`config.mk`:
```
export PLATFORM = sky130hd
export DESIGN_NAME = alarme_expediente_param
export DESIGN_NICKNAME = d
export VERILOG_FILES = /design/src/rtl/alarme_expediente_param.sv
export SDC_FILE = /design/constraint.sdc
export NUM_CORES = 1
export LEC_CHECK = 0
export ABC_AREA = 1
export CORE_MARGIN = 1
export CORE_UTILIZATION = 61
export CTS_CLUSTER_SIZE = 25
export DETAILED_ROUTE_END_ITERATION = 6
export DONT_BUFFER_PORTS = 1
export PLACE_DENSITY = 0.77
export SLEW_MARGIN = 40
export SYNTH_ARGS = -nofsm -noshare
export SYNTH_HDL_FRONTEND = slang
export SYNTH_SLANG_ARGS = --single-unit
```
`constraint.sdc`:
```
create_clock -name i_clk_2 -period 1.8 [get_ports i_clk_2]
set_input_delay 0.36 -clock i_clk_2 [delete_from_list [all_inputs] [get_ports i_clk_2]]
set_output_delay 0.36 -clock i_clk_2 [all_outputs]
set_load 0.01 [all_outputs]
```
`src/rtl/alarme_expediente_param.sv`:
```
// End-of-shift siren controller: hour/weekday clock, daily piece counter,
// debounced all-machines-stopped detector and a siren FSM with timeout and silence.
module alarme_expediente_param #(
    parameter int NMAQ          = 4,
    parameter int NPROD         = 8,
    parameter int META          = 10,
    parameter int HORA_FIM      = 18,
    parameter int SEXTA         = 5,
    parameter int PARADA_CICLOS = 4,
    parameter int DURACAO       = 16,
    parameter int HORA_INI      = 8,
    parameter int DIA_INI       = 1
) (
    input  logic             i_clk_2,
    input  logic             i_rst_n,
    input  logic             i_tick_hora,
    input  logic             i_peca,
    input  logic [NMAQ-1:0]  i_maq_ativa,
    input  logic             i_ack,
    output logic             o_sirene,
    output logic [4:0]       o_hora,
    output logic [2:0]       o_dia,
    output logic [NPROD-1:0] o_producao_cnt,
    output logic [1:0]       o_estado
);

    localparam int SW = $clog2(PARADA_CICLOS + 1);
    localparam int TW = $clog2(DURACAO + 1);
    localparam logic [SW-1:0] PARADA_V = SW'(PARADA_CICLOS);
    localparam logic [TW-1:0] TIMER_MAX = TW'(DURACAO - 1);

    typedef enum logic [1:0] {
        OCIOSO     = 2'b00,
        TOCANDO    = 2'b01,
        SILENCIADO = 2'b10
    } t_estado;

    logic [4:0]       r_hora;
    logic [2:0]       r_dia;
    logic [NPROD-1:0] r_prod;
    logic [SW-1:0]    r_stop;
    logic             r_paradas;
    t_estado          r_estado;
    logic [TW-1:0]    r_timer;
    logic             r_sirene;

    logic             w_rollover;
    logic [NPROD-1:0] w_prod_next;
    logic [SW-1:0]    w_stop_next;
    logic             w_noite;
    logic             w_sexta;
    logic             w_meta_ok;
    logic             w_cond;
    t_estado          w_estado_next;
    logic [TW-1:0]    w_timer_next;
    logic             w_sirene_next;

    assign w_rollover = i_tick_hora && (r_hora == 5'd23);

    // A piece arriving on the rollover edge belongs to the new day.
    always_comb begin
        w_prod_next = r_prod;
        if (w_rollover)
            w_prod_next = i_peca ? NPROD'(1) : '0;
        else if (i_peca && (r_prod != '1))
            w_prod_next = r_prod + NPROD'(1);
    end

    always_comb begin
        w_stop_next = r_stop;
        if (|i_maq_ativa)
            w_stop_next = '0;
        else if (r_stop != PARADA_V)
            w_stop_next = r_stop + SW'(1);
    end

    always_ff @(posedge i_clk_2) begin
        if (!i_rst_n) begin
            r_hora    <= 5'(HORA_INI);
            r_dia     <= 3'(DIA_INI);
            r_prod    <= '0;
            r_stop    <= '0;
            r_paradas <= 1'b0;
        end else begin
            if (i_tick_hora) begin
                r_hora <= w_rollover ? 5'd0 : r_hora + 5'd1;
                if (w_rollover)
                    r_dia <= (r_dia == 3'd6) ? 3'd0 : r_dia + 3'd1;
            end
            r_prod    <= w_prod_next;
            r_stop    <= w_stop_next;
            r_paradas <= (w_stop_next == PARADA_V);
        end
    end

    // Widened so a META beyond the counter range simply never matches.
    assign w_noite   = {27'd0, r_hora} >= 32'($unsigned(HORA_FIM));
    assign w_sexta   = ({29'd0, r_dia} == 32'($unsigned(SEXTA)));
    assign w_meta_ok = {{(32-NPROD){1'b0}}, r_prod} >= 32'($unsigned(META));
    assign w_cond    = r_paradas && (w_noite || (w_sexta && w_meta_ok));

    always_ff @(posedge i_clk_2) begin
        if (!i_rst_n) begin
            r_estado <= OCIOSO;
            r_timer  <= '0;
            r_sirene <= 1'b0;
        end else begin
            r_estado <= w_estado_next;
            r_timer  <= w_timer_next;
            r_sirene <= w_sirene_next;
        end
    end

    always_comb begin
        w_estado_next = r_estado;
        case (r_estado)
            OCIOSO:     if (w_cond) w_estado_next = TOCANDO;
            TOCANDO: begin
                if (!w_cond)                  w_estado_next = OCIOSO;
                else if (i_ack)               w_estado_next = SILENCIADO;
                else if (r_timer == TIMER_MAX) w_estado_next = SILENCIADO;
            end
            SILENCIADO: if (!w_cond) w_estado_next = OCIOSO;
            default:    w_estado_next = OCIOSO;
        endcase
    end

    always_comb begin
        w_timer_next  = r_timer;
        w_sirene_next = (w_estado_next == TOCANDO);
        case (r_estado)
            OCIOSO:  if (w_cond) w_timer_next = '0;
            TOCANDO: w_timer_next = r_timer + TW'(1);
            default: w_timer_next = r_timer;
        endcase
    end

    assign o_sirene       = r_sirene;
    assign o_hora         = r_hora;
    assign o_dia          = r_dia;
    assign o_producao_cnt = r_prod;
    assign o_estado       = r_estado;

endmodule

```
Yosys cells after proc, flatten, opt, wreduce, memory -nomap -nowiden --
Cells that the tools add are included.
Word-level totals: input bits 9, bits in registers 28, output and inout bits 19, logic and storage cells 52
Cells by class: order comparisons 2, $add $sub $neg 5, equal/unequal tests 11, muxes and demuxes 15, reduce and logical (&&, ||, !) cells 11
Operators by type and width (number):
- $mux 8 | 2
- $add 5x1->5 const B | 2
- $mux 2 | 5
- $mux 5 | 2
- $pmux 5 s2 | 1
- $eq 3x3->1 const B | 3
- $mux 3 | 3
- $add 8x1->8 const B | 1
- $ge 8x4->1 const B | 1
- $ne 8x8->1 const B | 1
- $add 3x1->3 const B | 2
- $pmux 2 s3 | 1
- $eq 5x4->1 const B | 1
- $eq 5x5->1 const B | 1
- $ge 5x5->1 const B | 1
- $eq 2x1->1 const B | 2
- $logic_and 1x1->1 | 4
- $reduce_and 2->1 | 2
- $reduce_bool 2->1 | 2
- $reduce_or 4->1 | 1
- $ne 3x3->1 const B | 1
- $eq 2x2->1 const B | 1
- $logic_not 2->1 | 1
- $ne 2x2->1 const B | 1
- 2 further kinds | 2

Depth between registers and ports, before layout --
depth in word-level cells 7, depth in mapped cells 11, gate-level depth less buffers 11

Worst setup path before layout --
No wires, ideal clock.
kind reg-to-reg, start point register r_prod[1] (netlist: o_producao_cnt[1]), end point register r_prod[7] (netlist: o_producao_cnt[7]), data required time 1.732 ns, cell stages (with the launch flop) 10, setup slack 0.377 ns, buffers on the path 0, arrival time 1.356 ns, setup time 0.068 ns, period minus slack after synthesis 1.423 ns, cells stage by stage dfxtp_1 > ha_1 > nand2_1 > nor3_4 > nand2_2 > nand2_4 > inv_4 > nor2_4 > nand2_1 > a21oi_2
On the way: cells in the longest elaborated chain, start to end 3, elaborated cells between the ends (all ways) 6, classes of those cells add/sub (1); eq/ne (1); mux (2); reduce/logical (2)
Ends and longest elaborated chain:
- from (decl) | RTL line 40 | logic [NPROD-1:0] r_prod;
- from (signal assigned) | RTL line 90 | r_prod <= w_prod_next;
- $add 8x1->8 / $ne 8x8->1 (equally long branches) | RTL line 66, 65
- $mux 8 / $logic_and 1x1->1 (equally long branches) | RTL line 65 | else if (i_peca && (r_prod != '1))
- $mux 8 / $reduce_bool 2->1 (equally long branches)
Parallel ways exist; a longest one is shown, timed or not. The select of a mux whose other input is x is not followed. A chain may end at the register's enable or synchronous reset.

Worst setup path in the final report --
start point register r_prod[0] (netlist: o_producao_cnt[0]), end point register r_prod[0] (netlist: o_producao_cnt[0])
The elaborated chain is that of the path after synthesis.

==> impl_metrics.yaml <==
route:
  dr.pass1.iters: 6
  route.met2.wl_um: 1310
  wl_met1_um: 1230
  viasPerCell: 5.55
  num_vias: 1248
  drtAntennaViolNets: 0
  drt_iter0_drc: 29
  drc_errors: 0
  detail_route.wl_per_cell_um: 12.0
  top_layer: "met4"
  wirelength_um: 2700
  wl_met3_um: 150
sta:
  finalClockSkew_ns: 0.00373
  fin_crit_sh_pct: 90.6
  rsz0062_at_grt: "false"
  holdWs_ns: 0.119
  finalSetupViolCount: 0
  fin_ws_ns: 0.169
  finalSetupTns_ns: 0
  drv_slew: 0
  clock.fmax_mhz: 613
  tightest_slew_ns: 0.451
  min_period_ns: 1.63
  hold_viol_final: 0
  maxSlewHeadroom_pct: 69.9
job:
  max-cap-violations: 0
synthesis:
  synth_nets: 211
  synth_seq_cells: 28
  synth.distinct_cells: 29
  synth_warnings: 0
  postSynthAreaPerCell_um2: 7.29
  synth-seq-area-share_pct: 39.6
  syn_area_um2: 1420
  syn_inst: 194
clocking:
  cts_made_buffers: 3
  cts_tree: "built"
  cts_setup_buffers: 0
  cts_hold_buf: 0
  clk_latency_ns: 0.33
  cts_max_path_buffers: 2
  htreeDepth: 1
  cts_resized: 0
  cts_root_buf: "clkbuf_4"
  cts.clk_slew.worst_paths_ns: 0.15
  clock_sinks: 28
floorplanning:
  die-area_um2: 2520
  ios: 28
  die_w_um: 50.2
  coreArea_um2: 2190
  fp.dieH_um: 50.2
  rows: 17
  start_util_pct: 64.6
status:
  status: "completed"
worst_setup_path:
  timing.rr.start: "o_producao_cnt[0]"
  required_ns: 2.07
  crit_arrival_ns: 1.90
  cp-end-kind: "flip-flop"
  worstReg2RegEnd: "o_producao_cnt[0]"
  cp-start-kind: "flip-flop"
  crit_fanout: 6
  regToRegSetupSlack_ns: 0.17
  crit_type: "reg -> reg"
  reg2reg_depth: 9
finish:
  antennaDiodeCount: 0
  nNetsFinal: 215
  nFillCells: 195
  area_growth_pct: 6.19
  drive_above_1_share_pct: 10.7
placed_design:
  dp_hpwl_um: 2060
  gp_congestion: 0.832
  place_ws_ns: 0.196
  port_buffers: 0
global_routing:
  gr-total-overflow: 0
  grt_max_degree: 17
  grt_pass1_wl_um: 4620
  antenna_found_initial: 0
  grt.total_usage_pct: 24.0
  grt_pass1_vias: 1171
worst_hold_path:
  hold_start: "i_rst_n"
  min_path_cells: 1
  min_path_type: "in -> reg"
  hold_end: "o_dia[0]"
power_and_ir_drop:
  power_leakage_nw: 0.656
  cellPowerDensity_nw_per_um2: 789
  p_total_w: 0.00119
  ir_drop_v: 0.000538
## per-stage QoR
step / area [um2] / util (%) / instances
detailed placement: 1450 / 66.1 / 221
global placement: 1450 / 66.1 / 221
floorplan: 1420 / - / 194
global route: 1500 / 68.6 / 225
CTS: 1500 / 68.5 / 225
finish: 1500 / 68.6 / 225
## metal layers
layer,track usage [%],up-vias
met5,0,-
li1,-,641
met4,8.57,0
met3,6.97,2
met2,42.9,39
met1,26.5,566
## state kept, by name, summed over array words and instances, names as in the netlist
register	cells
o_sirene	1
o_dia	3
o_estado	2
r_timer	5
o_producao_cnt	8
r_paradas	1
o_hora	5
r_stop	3
## kinds of logic (layout without fill, tap and decap cells)
| kind of cell | Yosys count | after routing | share of synthesized area (%) |
|---|---|---|---|
| buf+inv | 31 | 34 | 8.84 |
| flops | 28 | 28 | 39.6 |
| simple gates | 96 | 96 | 31.7 |
| fa+ha+maj | 8 | 8 | 7.07 |
| compound gates | 30 | 30 | 12.1 |
| xor+xnor | 1 | 1 | 0.619 |
## layout by cell type, fill, tap and decap left out, types with 2 or more instances in the layout
master	Yosys	final
a21oi_1	17	17
clkbuf_4	0	3
dfxtp_1	28	27
ha_1	8	8
inv_1	27	27
nand2_1	38	38
nand2_2	4	4
nand3_1	12	12
nand4_1	3	3
nor2_1	24	24
nor2_2	2	2
nor3_1	5	5
nor4_1	2	2
o211ai_1	2	2
o21ai_0	7	7
## synthesized netlist by cell type, drive strengths merged
master / number / area share [%]
ha: 8 / 7.1
a221oi: 1 / 1.1
nor2: 27 / 8.0
xor2: 1 / 0.62
a21oi: 18 / 6.6
nor3: 6 / 2.9
clkinv: 1 / 0.62
o211ai: 2 / 1.1
inv: 28 / 7.6
nand4: 3 / 1.3
nand3b: 1 / 0.53
nor4: 2 / 0.88
nand3: 13 / 5.0
o21ai: 8 / 2.8
nand2: 43 / 13
o31ai: 1 / 0.53
dfxtp: 28 / 40
clkbuf: 2 / 0.62
or2: 1 / 0.44
## worst max-delay path by stage
stage,slack (ns),startpoint,endpoint
after detailed placement,0.20,o_producao_cnt[1],o_producao_cnt[0]
final,0.17,o_producao_cnt[0],o_producao_cnt[0]
after floorplan,0.38,o_producao_cnt[1],o_producao_cnt[7]
after global routing,0.008,o_producao_cnt[0],o_producao_cnt[0]
after CTS,0.16,o_producao_cnt[1],o_producao_cnt[0]
after global placement,0.29,o_producao_cnt[1],o_producao_cnt[7]
## power by group
part	internal, W	switching, W
Clock	0.000225	0.000188
Sequential	0.000643	0.0000337
Combinational	0.0000385	0.0000577
Total	0.000907	0.000280
## critical path, stage by stage, from the launching register on
cell and delay, ns:
dfxtp_1 0.51, ha_1 0.22, nand2_1 0.11, nor3_4 0.21, nand2_2 0.09, nand2_4 0.09
inv_4 0.05, nor2_4 0.09, nand2_1 0.06, a21oi_1 0.15
## cell type report
class	count	area [um2]	share of cell area (%)
repair buffers	1	7.51	0.500
clock buffers	3	22.5	1.50
flip-flops and latches	28	562	37.4
well taps	28	35.0	2.33
multi-input cells	135	729	48.5
clock inverters	1	30.0	2.00
inverters	29	116	7.74
Note: power is estimated with default switching activity, not from simulation.
